`src/rtl/fm_pkg.sv`:
```
`default_nettype none
// +----------------------------------------------------------------------+
// | fm_pkg: pitch helpers shared by phase, envelope and operator blocks.  |
// | Revision: 1.0                                                         |
// +----------------------------------------------------------------------+
package fm_pkg;

  localparam int FNUM_BITS  = 10;
  localparam int BLOCK_BITS = 3;
  localparam int MULT_BITS  = 4;

  typedef enum logic [0:0] {
    ST_INIT = 1'b0,
    ST_RUN  = 1'b1
  } phase_state_e;

  function automatic logic [4:0] mult_factor(input logic [MULT_BITS-1:0] mult);
    logic [4:0] m;
    case (mult)
      4'd0:    m = 5'd1;
      4'd1:    m = 5'd2;
      4'd2:    m = 5'd4;
      4'd3:    m = 5'd6;
      4'd4:    m = 5'd8;
      4'd5:    m = 5'd10;
      4'd6:    m = 5'd12;
      4'd7:    m = 5'd14;
      4'd8:    m = 5'd16;
      4'd9:    m = 5'd18;
      4'd10:   m = 5'd20;
      4'd11:   m = 5'd20;
      4'd12:   m = 5'd24;
      4'd13:   m = 5'd24;
      default: m = 5'd30;
    endcase
    return m;
  endfunction

  function automatic logic [2:0] vib_range(input logic [2:0] fnum_hi, input logic vib,
                                           input logic dvb, input logic [2:0] vib_pos);
    logic [2:0] r;
    r = fnum_hi;
    if (!vib || vib_pos[1:0] == 2'b00) r = 3'd0;
    else if (vib_pos[0]) r = r >> 1;
    if (!dvb) r = r >> 1;
    return r;
  endfunction

  // Upper half of the vibrato cycle bends pitch downwards.
  function automatic logic [FNUM_BITS-1:0] vib_fnum(input logic [FNUM_BITS-1:0] fnum,
                                                    input logic vib, input logic dvb,
                                                    input logic [2:0] vib_pos);
    logic [2:0] r;
    r = vib_range(fnum[9:7], vib, dvb, vib_pos);
    return vib_pos[2] ? (fnum - FNUM_BITS'(r)) : (fnum + FNUM_BITS'(r));
  endfunction

  function automatic logic [20:0] phase_inc(input logic [FNUM_BITS-1:0] fnum,
                                            input logic [BLOCK_BITS-1:0] block,
                                            input logic [MULT_BITS-1:0] mult);
    logic [21:0] fw;
    logic [21:0] prod;
    fw   = 22'(fnum) << block;
    prod = (fw >> 1) * 22'(mult_factor(mult));
    return 21'(prod >> 1);
  endfunction

endpackage
`default_nettype wire

```
`src/rtl/fm_phase_gen_if.sv`:
```
`default_nettype none
// +----------------------------------------------------------------------+
// | fm_phase_gen_if: operator update request / phase result bus.         |
// | Revision: 1.0                                                         |
// +----------------------------------------------------------------------+
interface fm_phase_gen_if #(
  parameter int NUM_OPS  = 36,
  parameter int OUT_BITS = 10,
  localparam int IDX_BITS = $clog2(NUM_OPS)
);
  logic                in_valid;
  logic [IDX_BITS-1:0] in_idx;
  logic                restart;
  logic [2:0]          block;
  logic [9:0]          fnum;
  logic [3:0]          mult;
  logic                vib;
  logic                dvb;
  logic                ready;
  logic                out_valid;
  logic [IDX_BITS-1:0] out_idx;
  logic [OUT_BITS-1:0] out_phase;

  modport master (
    output in_valid, in_idx, restart, block, fnum, mult, vib, dvb,
    input  ready, out_valid, out_idx, out_phase
  );

  modport slave (
    input  in_valid, in_idx, restart, block, fnum, mult, vib, dvb,
    output ready, out_valid, out_idx, out_phase
  );
endinterface
`default_nettype wire

```
`src/rtl/fm_phase_ram.sv`:
```
`default_nettype none
// +----------------------------------------------------------------------+
// | fm_phase_ram: accumulator store, one write port, synchronous read.   |
// | Revision: 1.0                                                         |
// +----------------------------------------------------------------------+
module fm_phase_ram #(
  parameter int DEPTH     = 36,
  parameter int WIDTH     = 19,
  parameter int ADDR_BITS = 6
) (
  input  logic                 clk,
  input  logic                 we_i,
  input  logic [ADDR_BITS-1:0] waddr_i,
  input  logic [WIDTH-1:0]     wdata_i,
  input  logic [ADDR_BITS-1:0] raddr_i,
  output logic [WIDTH-1:0]     rdata_o
);
  logic [WIDTH-1:0] mem_q [DEPTH];

  // Read-before-write on an address collision; the caller forwards.
  always_ff @(posedge clk) begin
    if (we_i) mem_q[waddr_i] <= wdata_i;
    rdata_o <= mem_q[raddr_i];
  end
endmodule
`default_nettype wire

```
`src/rtl/fm_phase_gen.sv`:
```
`default_nettype none
// +----------------------------------------------------------------------+
// | fm_phase_gen: per-operator phase accumulators with vibrato.          |
// | Revision: 1.0                                                         |
// +----------------------------------------------------------------------+
module fm_phase_gen
  import fm_pkg::*;
#(
  parameter int NUM_OPS      = 36,
  parameter int PHASE_BITS   = 19,
  parameter int OUT_BITS     = 10,
  parameter int VIB_DIV_LOG2 = 10,
  localparam int IDX_BITS = $clog2(NUM_OPS)
) (
  input  logic          clk,
  input  logic          reset,
  input  logic          frame_tick,
  fm_phase_gen_if.slave bus,
  output logic [2:0]    vib_pos
);
  phase_state_e        state_q, state_d;
  logic [IDX_BITS-1:0] init_cnt_q, init_cnt_d;
  logic                ready, init_we;

  always_ff @(posedge clk or posedge reset) begin
    if (reset) begin
      state_q    <= ST_INIT;
      init_cnt_q <= '0;
    end else begin
      state_q    <= state_d;
      init_cnt_q <= init_cnt_d;
    end
  end

  always_comb begin
    state_d    = state_q;
    init_cnt_d = init_cnt_q;
    case (state_q)
      ST_INIT: begin
        init_cnt_d = init_cnt_q + 1'b1;
        if (init_cnt_q == IDX_BITS'(NUM_OPS - 1)) begin
          state_d    = ST_RUN;
          init_cnt_d = '0;
        end
      end
      ST_RUN:  state_d = ST_RUN;
      default: state_d = ST_INIT;
    endcase
  end

  always_comb begin
    ready   = 1'b0;
    init_we = 1'b0;
    case (state_q)
      ST_INIT: init_we = 1'b1;
      ST_RUN:  ready   = 1'b1;
      default: ready   = 1'b0;
    endcase
  end

  assign bus.ready = ready;

  logic [VIB_DIV_LOG2-1:0] div_q;
  logic [2:0]              vib_pos_q;

  always_ff @(posedge clk or posedge reset) begin
    if (reset) begin
      div_q     <= '0;
      vib_pos_q <= 3'd0;
    end else if (frame_tick) begin
      div_q <= div_q + 1'b1;
      if (&div_q) vib_pos_q <= vib_pos_q + 3'd1;
    end
  end

  assign vib_pos = vib_pos_q;

  logic                  accept, fwd0;
  logic [9:0]            fnum_vib;
  logic [PHASE_BITS-1:0] inc0;
  logic                  s1_valid_q, s1_restart_q, s1_fwd_q;
  logic [IDX_BITS-1:0]   s1_idx_q;
  logic [PHASE_BITS-1:0] s1_inc_q, s1_fwd_data_q;
  logic [PHASE_BITS-1:0] ram_rdata, base_acc, pre_acc, new_acc;
  logic                  out_valid_q;
  logic [IDX_BITS-1:0]   out_idx_q;
  logic [OUT_BITS-1:0]   out_phase_q;

  assign accept   = bus.in_valid & ready;
  assign fnum_vib = vib_fnum(bus.fnum, bus.vib, bus.dvb, vib_pos_q);
  assign inc0     = PHASE_BITS'(phase_inc(fnum_vib, bus.block, bus.mult));
  // The RAM read issued now misses the write stage 1 commits this cycle.
  assign fwd0     = s1_valid_q && (s1_idx_q == bus.in_idx);

  assign base_acc = s1_fwd_q ? s1_fwd_data_q : ram_rdata;
  assign pre_acc  = s1_restart_q ? '0 : base_acc;
  assign new_acc  = pre_acc + s1_inc_q;

  always_ff @(posedge clk or posedge reset) begin
    if (reset) begin
      s1_valid_q    <= 1'b0;
      s1_restart_q  <= 1'b0;
      s1_fwd_q      <= 1'b0;
      s1_idx_q      <= '0;
      s1_inc_q      <= '0;
      s1_fwd_data_q <= '0;
      out_valid_q   <= 1'b0;
      out_idx_q     <= '0;
      out_phase_q   <= '0;
    end else begin
      s1_valid_q    <= accept;
      s1_fwd_data_q <= new_acc;
      if (accept) begin
        s1_idx_q     <= bus.in_idx;
        s1_restart_q <= bus.restart;
        s1_inc_q     <= inc0;
        s1_fwd_q     <= fwd0;
      end
      out_valid_q <= s1_valid_q;
      if (s1_valid_q) begin
        out_idx_q   <= s1_idx_q;
        out_phase_q <= pre_acc[PHASE_BITS-1 -: OUT_BITS];
      end
    end
  end

  assign bus.out_valid = out_valid_q;
  assign bus.out_idx   = out_idx_q;
  assign bus.out_phase = out_phase_q;

  logic                  ram_we;
  logic [IDX_BITS-1:0]   ram_waddr;
  logic [PHASE_BITS-1:0] ram_wdata;

  // The pipeline is always empty during the sweep, so the ports never collide.
  assign ram_we    = init_we | s1_valid_q;
  assign ram_waddr = init_we ? init_cnt_q : s1_idx_q;
  assign ram_wdata = init_we ? '0 : new_acc;

  fm_phase_ram #(
    .DEPTH     (NUM_OPS),
    .WIDTH     (PHASE_BITS),
    .ADDR_BITS (IDX_BITS)
  ) u_ram (
    .clk     (clk),
    .we_i    (ram_we),
    .waddr_i (ram_waddr),
    .wdata_i (ram_wdata),
    .raddr_i (bus.in_idx),
    .rdata_o (ram_rdata)
  );
endmodule
`default_nettype wire

```
`src/flat_wrapper.sv`:
```
// flat-port wrapper written by rule: the top's interface ports become plain ports
module fm_phase_gen_flat import fm_pkg::*;
#(
  parameter int NUM_OPS      = 36,
  parameter int PHASE_BITS   = 19,
  parameter int OUT_BITS     = 10,
  parameter int VIB_DIV_LOG2 = 10,
  localparam int IDX_BITS = $clog2(NUM_OPS)
)
  (clk, reset, frame_tick, vib_pos, bus_in_valid, bus_in_idx, bus_restart, bus_block, bus_fnum, bus_mult, bus_vib, bus_dvb, bus_ready, bus_out_valid, bus_out_idx, bus_out_phase);
  fm_phase_gen_if #(.NUM_OPS(NUM_OPS), .OUT_BITS(OUT_BITS)) bus_i ();
  input  logic clk;
  input  logic reset;
  input  logic frame_tick;
  output logic [2:0] vib_pos;
  input wire logic [$bits(bus_i.in_valid)-1:0] bus_in_valid;
  input wire logic [$bits(bus_i.in_idx)-1:0] bus_in_idx;
  input wire logic [$bits(bus_i.restart)-1:0] bus_restart;
  input wire logic [$bits(bus_i.block)-1:0] bus_block;
  input wire logic [$bits(bus_i.fnum)-1:0] bus_fnum;
  input wire logic [$bits(bus_i.mult)-1:0] bus_mult;
  input wire logic [$bits(bus_i.vib)-1:0] bus_vib;
  input wire logic [$bits(bus_i.dvb)-1:0] bus_dvb;
  output wire logic [$bits(bus_i.ready)-1:0] bus_ready;
  output wire logic [$bits(bus_i.out_valid)-1:0] bus_out_valid;
  output wire logic [$bits(bus_i.out_idx)-1:0] bus_out_idx;
  output wire logic [$bits(bus_i.out_phase)-1:0] bus_out_phase;
  assign bus_i.in_valid = bus_in_valid;
  assign bus_i.in_idx = bus_in_idx;
  assign bus_i.restart = bus_restart;
  assign bus_i.block = bus_block;
  assign bus_i.fnum = bus_fnum;
  assign bus_i.mult = bus_mult;
  assign bus_i.vib = bus_vib;
  assign bus_i.dvb = bus_dvb;
  assign bus_ready = bus_i.ready;
  assign bus_out_valid = bus_i.out_valid;
  assign bus_out_idx = bus_i.out_idx;
  assign bus_out_phase = bus_i.out_phase;
  fm_phase_gen #(.NUM_OPS(NUM_OPS), .PHASE_BITS(PHASE_BITS), .OUT_BITS(OUT_BITS), .VIB_DIV_LOG2(VIB_DIV_LOG2)) u_core (.clk(clk), .reset(reset), .frame_tick(frame_tick), .bus(bus_i), .vib_pos(vib_pos));
endmodule
```
`config.mk`:
```
export PLATFORM = sky130hd
export DESIGN_NAME = fm_phase_gen_flat
export DESIGN_NICKNAME = d
export VERILOG_FILES = /design/src/rtl/fm_pkg.sv /design/src/rtl/fm_phase_gen_if.sv /design/src/rtl/fm_phase_ram.sv /design/src/rtl/fm_phase_gen.sv /design/src/flat_wrapper.sv
export SDC_FILE = /design/constraint.sdc
export NUM_CORES = 1
export LEC_CHECK = 0
export CORE_UTILIZATION = 25
export CTS_BUF_LIST = sky130_fd_sc_hd__clkbuf_4
export DETAILED_ROUTE_END_ITERATION = 7
export MAX_ROUTING_LAYER = met4
export PLACE_DENSITY_LB_ADDON = 0.2
export SETUP_SLACK_MARGIN = 0.02
export SYNTH_ARGS = -nofsm -noshare
export SYNTH_HDL_FRONTEND = slang
export SYNTH_SLANG_ARGS = --single-unit
```
`constraint.sdc`:
```
create_clock -name clk -period 9.8 [get_ports clk]
set_input_delay 0.98 -clock clk [delete_from_list [all_inputs] [get_ports clk]]
set_output_delay 0.98 -clock clk [all_outputs]
set_load 0.01 [all_outputs]
```
==> results of run 1 <==
## power breakdown
part	switching, mW	internal (mW)
registers	0.0687	4.35
clock network	1.35	1.60
logic	1.12	0.494
## worst max-delay path, delay by kind of cell, from the launching register on
| family | cells | cell delay (ps) |
|---|---|---|
| buf+inv | 4 | 320 |
| xor+xnor | 2 | 630 |
| mux | 2 | 890 |
| fa+ha+maj | 8 | 2840 |
| simple gates | 5 | 980 |
| flops | 1 | 560 |
| compound gates | 10 | 1990 |
## metrics by stage
| stage | power [mW] | util | setup slack [ps] | area (um^2) | std cells |
|---|---|---|---|---|---|
| floorplan | 5.43 | - | 2240 | 34300 | 1925 |
| global placement | 6.07 | 0.275 | 1150 | 37300 | 3735 |
| detailed placement | 6.14 | 0.275 | 1000 | 37300 | 3735 |
| CTS | 9.15 | 0.295 | 1520 | 40000 | 4095 |
| global route | 9.48 | 0.295 | 1120 | 40000 | 4102 |
| finish | 8.99 | 0.295 | 1490 | 40000 | 4102 |
## logic make-up (layout without fill, tap and decap cells)
logic type	count (synthesis)	after routing	synth area share
other	0	7	0
DFF	787	787	0.671
adders and majority gates	103	103	0.0470
buffers and inverters	166	555	0.0185
muxes	300	300	0.168
xor gates and xnor gates	62	62	0.0164
and+or+nand+nor	334	334	0.0472
AOI/OAI and AO/OA	173	173	0.0320
## synthesized netlist by cell type (all sizes together) (19+ instances only)
cell type	count	area, um^2
mux2	38	439
clkbuf	61	229
dfxtp	19	380
dfrtp	84	2100
and2	58	363
a21oi	43	215
o21ai	68	340
xor2	22	200
fa	43	861
mux4	216	4860
nor2	89	342
xnor2	39	342
mux2i	46	460
edfxtp	684	20500
ha	60	751
nand2	101	379
buf	28	115
inv	77	289
## path summary, 6_finish.rpt
check / from / to / slack [ps] / cells past startpoint
setup reg to reg: u_core.vib_pos[0]$_DFFE_PP0P_ / u_core.s1_inc_q[18]$_DFFE_PP0P_ / 1490 / 31
max in group asynchronous: reset / u_core.s1_fwd_data_q[12]$_DFF_PP0_ / 8350 / 3
hold reg to reg: u_core.div_q[8]$_DFFE_PP0P_ / u_core.div_q[8]$_DFFE_PP0P_ / 470 / 1
hold / removal: reset / u_core.vib_pos[2]$_DFFE_PP0P_ / 170 / 2
setup / recovery: u_core.vib_pos[0]$_DFFE_PP0P_ / u_core.s1_inc_q[18]$_DFFE_PP0P_ / 1490 / 31
min in group clk: u_core.div_q[8]$_DFFE_PP0P_ / u_core.div_q[8]$_DFFE_PP0P_ / 470 / 1
## registers in the layout, indices dropped and copies added, names as in the netlist, 3 cells and up
name / flops
u_core.u_ram.mem_q: 684
u_core.s1_fwd_data_q: 19
u_core.s1_inc_q: 19
u_core.u_ram.rdata_o: 19
u_core.bus.out_phase: 10
u_core.div_q: 10
u_core.bus.out_idx: 6
u_core.init_cnt_q: 6
u_core.s1_idx_q: 6
u_core.vib_pos: 3
## per-layer routing
| layer | vias to the layer above | GRT usage | routed length, um |
|---|---|---|---|
| met5 | - | - | 0 |
| met4 | 0 | 0.0473 | 2070 |
| met3 | 137 | 0.0260 | 3580 |
| met2 | 433 | 0.210 | 42600 |
| met1 | 9565 | 0.173 | 40300 |
| li1 | 8147 | - | - |
## layout make-up
cell class / instances / area (um^2) / share of cell area
flip-flops and latches: 787 / 23000 / 0.575
multi-input cells: 972 / 10800 / 0.269
clock buffers: 310 / 2330 / 0.0581
well taps: 1781 / 2230 / 0.0556
repair buffers: 118 / 1000 / 0.0251
clock inverters: 50 / 394 / 0.00984
inverters: 77 / 290 / 0.00725
diodes: 7 / 17.5 / 0.000437
==> out/qor.yml, run 1 <==
status:
  status: "complete, no violations"
logic_synthesis:
  synthesis.area_mm2: 0.0343
  yosysWarnings: 0
  synth_nets: 2058
  synth-edff-count: 684
  synth_ff_type: "edfxtp_1"
  synthArstFlopShare: 0.107
  netlist_instances: 1925
  seq_area_frac_synth: 0.671
  synth_area_per_cell_um2: 17.8
  ys_types: 71
  ys_ff_latch: 787
sta:
  setup_tns_ps: 0
  slew_headroom: 0.139
  tightest_slew_ps: 1290
  fin_crit_sh: 0.848
  drv_slew: 0
  finalSetupViolations: 0
  fin_skew_ps: 97.6
  rsz0062_at_grt: "no"
  whs_ps: 172
  layout_min_cycle_time_ps: 8310
  hold_viol: 0
  fmax_mhz: 120
routing:
  drc: 0
  wl_mm: 88.5
  vias: 18300
  first_iter_violations: 1192
  dr.pass1.iters: 6
  viasPerCell: 4.46
  routedWlPerCell_um: 21.6
  final_antenna_net_count: 0
die:
  core_mm2: 0.136
  io_pins: 51
  die_h_um: 372
  dieWidth_um: 372
  start_util: 0.253
  rows: 135
  dieArea_mm2: 0.139
setup_path:
  worst-path-max-fanout: 9
  cp_data_required_time_ps: 10760
  start_kind: "flip-flop"
  endpoint_kind: "flip-flop"
  cp_common_cell: "ha_1"
  cp_slowest_cell: "mux4_2"
  crit_type: "flip-flop to flip-flop"
  critical-path-max-stage-delay_ps: 570
  cp.arrival_ps: 9260
global_route:
  track_usage: 0.134
  grt_pass1_vias: 19800
  grt_max_degree: 72
  grt_overflow: 0
  antenna_found_initial: 2
  grt_pass1_wl_mm: 131
cts:
  clock_latency_ps: 1080
  cts_setup_buffers: 0
  clockBufferDepth: 3
  clockRootBuffer: "clkbuf_4"
  clk_pin_slew_ps: 60
  cts.sinks: 787
  cts_hold_buf: 0
  cts_tree: "done"
  htree_levels: 4
  postCtsResizedCells: 0
  cts_made_buffers: 207
final_layout:
  nets: 2296
  n_fill_cell: 13500
  areaGrowthSynthToFinish_pct: 16.7
  most-common-layout-cells: "edfxtp_1, clkbuf_4, mux4_2, nand2_1, dfrtp_1"
  drive_gt1_frac: 0.304
  final_common_cell: "edfxtp_1"
power_and_ir_drop:
  ir_worst_vdd_mv: 0.133
  leakagePower_nw: 13.8
  p_per_area_mw_per_mm2: 224
placement:
  place.gp.congestion: 0.785
  dp_hpwl_mm: 51.5
  portBuffers: 50
flow_run:
  max-cap-violations: 0
min_path:
  holdCritPathClass: "input pin to asynchronous set/reset pin"
No activity file was read; power rests on OpenSTA's default activity.
==> run 2, diff against run 1 <==
- clock period: 9.8 -> 6.9 ns (I/O delays scaled with it)
==> run 2 against run 1 <==
Effect of this change: the run now ends with negative setup slack left; maximum frequency increased by 19%; wire length increased by 3.2%; power increased by 43%; critical path depth increased by 2; cell count increased by 2.8%; die area unchanged; non-clock buffer count increased by 113; critical endpoint unchanged; largest cell class unchanged; highest routed layer unchanged.
==> out/qor.yml, run 2 (same netlist as run 1, synthesis figures left out) <==
sta:
  whs_ps: 282  # was 172 ps
  hold_viol: 0  # unchanged
  rsz0062_at_grt: "yes"  # was no
  drv_slew: 0  # unchanged
  fmax_mhz: 143  # was 120 MHz
  fin_skew_ps: 96.7  # was 97.6 ps
  tightest_slew_ps: 1360  # was 1290 ps
  layout_min_cycle_time_ps: 6980  # was 8310 ps
  fin_crit_sh: 1.01  # was 0.848
  worst_slack_ps: -82.7  # was 1490 ps
  finalSetupViolations: 4  # was 0
  slew_headroom: 0.0922  # was 0.139
routing:
  dr.pass1.iters: 5  # was 6
  vias: 18900  # was 18300
  first_iter_violations: 1382  # was 1192
  final_antenna_net_count: 0  # unchanged
  viasPerCell: 4.49  # was 4.46
  routedWlPerCell_um: 21.7  # was 21.6 um
  drc: 0  # unchanged
  wl_mm: 91.4  # was 88.5 mm
final_layout:
  areaGrowthSynthToFinish_pct: 20.0  # was 16.7%
  largest_register_ffs: 684  # unchanged
  n_fill_cell: 13500  # about the same
  most-common-layout-cells: "edfxtp_1, clkbuf_4, mux4_2, buf_4, nand2_1"  # was edfxtp_1, clkbuf_4, mux4_2, nand2_1, dfrtp_1
  nets: 2407  # was 2296
  final_common_cell: "edfxtp_1"  # unchanged
  drive_gt1_frac: 0.355  # was 0.304
  multi_input_area_mm2: 0.0111  # was 0.0108 mm^2
  largest-register: "u_core.u_ram.mem_q"  # unchanged
  regArea_mm2: 0.0230  # about the same
setup_path:
  start_kind: "flip-flop"  # unchanged
  worst-path-max-fanout: 4  # was 9
  endpoint: "u_core.s1_inc_q[18]$_DFFE_PP0P_"  # unchanged
  r2r_slack_ps: -80  # was 1490 ps
  endpoint_kind: "flip-flop"  # unchanged
  reg2reg_depth: 33  # was 31
  cp_slowest_cell: "fa_1"  # was mux4_2
  r2r-start: "u_core.vib_pos[0]$_DFFE_PP0P_"  # unchanged
  crit_type: "flip-flop to flip-flop"  # unchanged
  critical-path-max-stage-delay_ps: 540  # was 570 ps
  cp-startpoint: "u_core.vib_pos[0]$_DFFE_PP0P_"  # unchanged
  timing.rr.end: "u_core.s1_inc_q[18]$_DFFE_PP0P_"  # unchanged
  cp_data_required_time_ps: 7880  # was 10760 ps
  cp.arrival_ps: 7960  # was 9260 ps
min_path:
  holdCritPathClass: "input pin to flip-flop"  # was input pin to asynchronous set/reset pin
  hold_path_startpoint: "bus_restart"
placement:
  dpl_worst_slack_ps: -932  # was 1000 ps
  portBuffers: 50  # unchanged
  place.gp.congestion: 0.832  # was 0.785
  dp_hpwl_mm: 53.5  # was 51.5 mm
global_route:
  grt_pass1_vias: 20400  # was 19800
  grt_overflow: 0  # unchanged
  grt_max_degree: 70  # was 72
  antenna_found_initial: 3  # was 2
  track_usage: 0.138  # was 0.134
  grt_pass1_wl_mm: 135  # was 131 mm
die:
  core_mm2: 0.136  # unchanged
  rows: 135  # unchanged
  start_util: 0.253  # unchanged
  dieWidth_um: 372  # unchanged
  die_h_um: 372  # unchanged
  dieArea_mm2: 0.139  # unchanged
  io_pins: 51  # unchanged
cts:
  htree_levels: 4  # unchanged
  clock_latency_ps: 1100  # was 1080 ps
  cts_made_buffers: 205  # was 207
  clockBufferDepth: 3  # unchanged
  cts_tree: "done"  # unchanged
  clk_pin_slew_ps: 70  # was 60 ps
  clockRootBuffer: "clkbuf_4"  # unchanged
  cts.sinks: 787  # unchanged
status:
  violations: "negative setup slack"
  status: "finished, violations left"  # was complete, no violations
power_and_ir_drop:
  leakagePower_nw: 14.4  # was 13.8 nW
  ir_worst_vdd_mv: 0.209  # was 0.133 mV
  p_per_area_mw_per_mm2: 311  # was 224 mW/mm^2
  power_mw: 12.8  # was 8.99 mW
flow_run:
  max-cap-violations: 0  # unchanged
[run 2: final cells by class]
class	instances	area share
antenna	10	0.000608
clock buffer	296	0.0540
clock inverter	63	0.00963
inverter	77	0.00705
multi-input combinational	972	0.270
sequential	787	0.559
tap	1781	0.0541
timing repair buffer	231	0.0460
[run 2: per-layer routing]
layer / track usage / up-vias / part of all wire
met2: 0.213 / 527 / 0.47
met5: - / - / 0
met3: 0.0292 / 163 / 0.057
met4: 0.0494 / 0 / 0.026
met1: 0.180 / 9884 / 0.44
li1: - / 8369 / -
[run 2: worst min path at each step]
stage	endpoint	slack (ps)	cells after the start
after floorplan	u_core.bus.out_valid$_DFF_PP0_	350	0
final	u_core.s1_restart_q$_DFFE_PP0P_	280	2
after detailed placement	u_core.div_q[8]$_DFFE_PP0P_	460	1
after CTS	u_core.s1_restart_q$_DFFE_PP0P_	150	2
after global placement	u_core.div_q[8]$_DFFE_PP0P_	460	1
after global routing	u_core.s1_restart_q$_DFFE_PP0P_	180	2
[run 2: report_power, final]
part           internal [mW]  total (mW)  switching [mW]
Combinational          0.836        2.48            1.64
Sequential              6.19        6.31           0.115
Clock                   2.09        4.03            1.94
[run 2: what timing repair did]
item,CTS,global route
gates resized for setup,18,38
pin swaps,10,27
hold buffers,1,0
endpoints found under the hold margin,22,0
endpoints found under the setup margin,9,12
setup buffers,9,6
[run 2: worst max-delay path, delay by kind of cell (launching register included)]
family	cells	cell delay [ps]
XOR/XNOR	2	350
AND/OR/NAND/NOR	6	950
multiplexers	2	530
flip-flops	1	410
buffers and inverters	7	710
adder cells (fa/ha/maj)	7	2610
AO/OA/AOI/OAI	9	1340
[run 2: stage by stage]
stage / instance area, um^2 / utilization / TNS (ps) / std cells
after CTS: 40900 / 0.301 / -186 / 4200
after detailed placement: 38200 / 0.281 / -9390 / 3831
final: 41200 / 0.303 / -162 / 4217
after floorplan: 34400 / - / 0 / 1925
after global placement: 38200 / 0.281 / -8640 / 3831
after global routing: 41200 / 0.303 / -2850 / 4217
==> run 3, diff against run 2 <==
- GPL_ROUTABILITY_DRIVEN: default -> 0
- SETUP_SLACK_MARGIN: 0.02 -> 0.5
==> run 3 against run 2 <==
Effect of this change: the flow still finishes with violations (negative setup slack); cell area is 0.75% higher; first-iteration DRC count is 8.0% lower; via count is 0.37% lower; critical path type unchanged; highest routed layer unchanged; worst setup slack worse by 61 ps; cell count is 0.47% higher; clock-buffer cell count is 19 higher; sequential power hardly changed; clock skew is 15 ps lower; register-to-register slack worse by 60 ps.
==> out/qor.yml, run 3 (same netlist as run 1, synthesis figures left out) <==
routing:
  vias: 18900  # about the same
  wl_mm: 91.3  # was 91.4 mm
  routedWlPerCell_um: 21.5  # was 21.7 um
  final_antenna_net_count: 0  # unchanged
  dr.pass1.iters: 4  # was 5
  viasPerCell: 4.45  # was 4.49
  first_iter_violations: 1271  # was 1382
  drc: 0  # unchanged
sta:
  drv_slew: 0  # unchanged
  finalSetupViolations: 4  # unchanged
  fin_skew_ps: 81.7  # was 96.7 ps
  fmax_mhz: 142  # was 143 MHz
  layout_min_cycle_time_ps: 7040  # was 6980 ps
  fin_crit_sh: 1.02  # was 1.01
  setup_tns_ps: -414  # was -162 ps
  slew_headroom: 0.0869  # was 0.0922
  hold_viol: 0  # unchanged
  tightest_slew_ps: 1370  # was 1360 ps
  worst_slack_ps: -143  # was -82.7 ps
  rsz0062_at_grt: "yes"  # unchanged
cts:
  cts_made_buffers: 206  # was 205
  htree_levels: 4  # unchanged
  clock_latency_ps: 1110  # was 1100 ps
  clockRootBuffer: "clkbuf_4"  # unchanged
  clk_pin_slew_ps: 70  # about the same
  clockBufferDepth: 3  # unchanged
  cts_tree: "done"  # unchanged
  cts.sinks: 787  # unchanged
global_route:
  antenna_found_initial: 6  # was 3
  met2_usage: 0.215  # was 0.213
  grt_max_degree: 76  # was 70
  grt_overflow: 0  # unchanged
  grt_pass1_wl_mm: 135  # about the same
  track_usage: 0.138  # about the same
  grt_pass1_vias: 20600  # was 20400
  globalRouteMet1Util: 0.176  # was 0.180
  top_usage_layer: "met2"  # unchanged
  grt_use_met3: 0.0323  # was 0.0292
final_layout:
  drive_gt1_frac: 0.374  # was 0.355
  multi_input_area_mm2: 0.0113  # was 0.0111 mm^2
  most-common-layout-cells: "edfxtp_1, clkbuf_4, mux4_2, buf_4, nand2_1"  # unchanged
  nets: 2415  # was 2407
  final_common_cell: "edfxtp_1"  # unchanged
  areaGrowthSynthToFinish_pct: 20.9  # was 20.0%
  largest_register_ffs: 684  # unchanged
  fin_cells: 4237  # was 4217
  n_fill_cell: 13500  # about the same
  largest-register: "u_core.u_ram.mem_q"  # unchanged
  post-route-util: 0.306  # was 0.303
  regArea_mm2: 0.0230  # unchanged
die:
  die_h_um: 372  # unchanged
  core_mm2: 0.136  # unchanged
  dieArea_mm2: 0.139  # unchanged
  start_util: 0.253  # unchanged
  dieWidth_um: 372  # unchanged
  io_pins: 51  # unchanged
  rows: 135  # unchanged
setup_path:
  critical-path-max-stage-delay_ps: 500  # was 540 ps
  worst-path-max-fanout: 5  # was 4
  cp_data_required_time_ps: 7870  # was 7880 ps
  r2r_slack_ps: -140  # was -80 ps
  cp.arrival_ps: 8010  # was 7960 ps
  crit_type: "flip-flop to flip-flop"  # unchanged
  start_kind: "flip-flop"  # unchanged
  endpoint_kind: "flip-flop"  # unchanged
  cp_slowest_cell: "fa_1"  # unchanged
placement:
  portBuffers: 50  # unchanged
  dp_hpwl_mm: 53.4  # was 53.5 mm
  dpl.cell_count: 3831  # unchanged
  dpl_worst_slack_ps: -986  # was -932 ps
power_and_ir_drop:
  ir_worst_vdd_mv: 0.193  # was 0.209 mV
  power_mw: 12.9  # was 12.8 mW
  p_per_area_mw_per_mm2: 311  # about the same
  leakagePower_nw: 14.5  # was 14.4 nW
min_path:
  holdCritPathClass: "input pin to flip-flop"  # unchanged
flow_run:
  max-cap-violations: 0  # unchanged
status:
  status: "finished, violations left"  # unchanged
  violations: "negative setup slack"  # unchanged
run 3: cell types whose count changed in the layout (fill, tap and decap cells not counted), sizes merged:
| cell | change |
|---|---|
| buf | +8 |
| bufinv | -2 |
| clkbuf | +19 |
| clkdlybuf4s50 | -1 |
| clkinv | -8 |
| clkinvlp | +2 |
| diode | +1 |
| inv | +1 |
run 3: cell type report:
class | count | area share
Clock inverter | 56 | 0.00769
Clock buffer | 315 | 0.0570
Inverter | 77 | 0.00703
Antenna cell | 11 | 0.000663
Timing Repair Buffer | 238 | 0.0467
Sequential cell | 787 | 0.555
Multi-Input combinational cell | 972 | 0.272
Tap cell | 1781 | 0.0537
run 3: report_power, final:
group,total [mW],switching [mW],internal [mW]
clock,4.06,1.94,2.13
sequential,6.31,0.117,6.19
combinational,2.52,1.66,0.863
run 3: worst max-delay path, delay by kind of cell (launching register included):
family,cells,cell delay [ps]
muxes,4,1400
and+or+nand+nor,6,710
DFF,1,440
xor gates and xnor gates,2,400
buffers and inverters,3,250
adders and majority gates,6,2380
AOI/OAI and AO/OA,8,1360
run 3: layer usage:
layer / vias up / share of wire
li1: 8378 / -
met4: 0 / 0.023
met3: 163 / 0.047
met2: 464 / 0.48
met1: 9867 / 0.45
met5: - / 0
run 3: metrics by stage:
step,hold slack [ps],cell area (um^2)
floorplan,352,34400
global placement,455,38200
finish,247,41500
detailed placement,473,38200
CTS,85.5,41100
global route,111,41500
run 3: path summary, 6_finish.rpt:
path                            cells past startpoint                                  end                          start
worst max-delay path                               29      u_core.s1_inc_q[18]$_DFFE_PP0P_  u_core.vib_pos[0]$_DFFE_PP0P_
min in group asynchronous                           3          u_core.div_q[1]$_DFFE_PP0P_                          reset
worst max register to register                     29      u_core.s1_inc_q[18]$_DFFE_PP0P_  u_core.vib_pos[0]$_DFFE_PP0P_
max in group asynchronous                           4  u_core.bus.out_phase[0]$_DFFE_PP0P_                          reset
worst min register to register                      1          u_core.div_q[8]$_DFFE_PP0P_    u_core.div_q[8]$_DFFE_PP0P_
worst min-delay path                                3     u_core.u_ram.rdata_o[15]$_DFF_P_                  bus_in_idx[5]
run 3: repair_timing:
| action | in CTS | in global routing |
|---|---|---|
| buffers inserted | 9 | 13 |
| setup endpoints to repair | 15 | 15 |
| gates cloned | 0 | 0 |
| pin swaps | 30 | 33 |
| hold buffers | 1 | 0 |
| hold endpoints to repair | 11 | 0 |
| resized for setup | 42 | 42 |
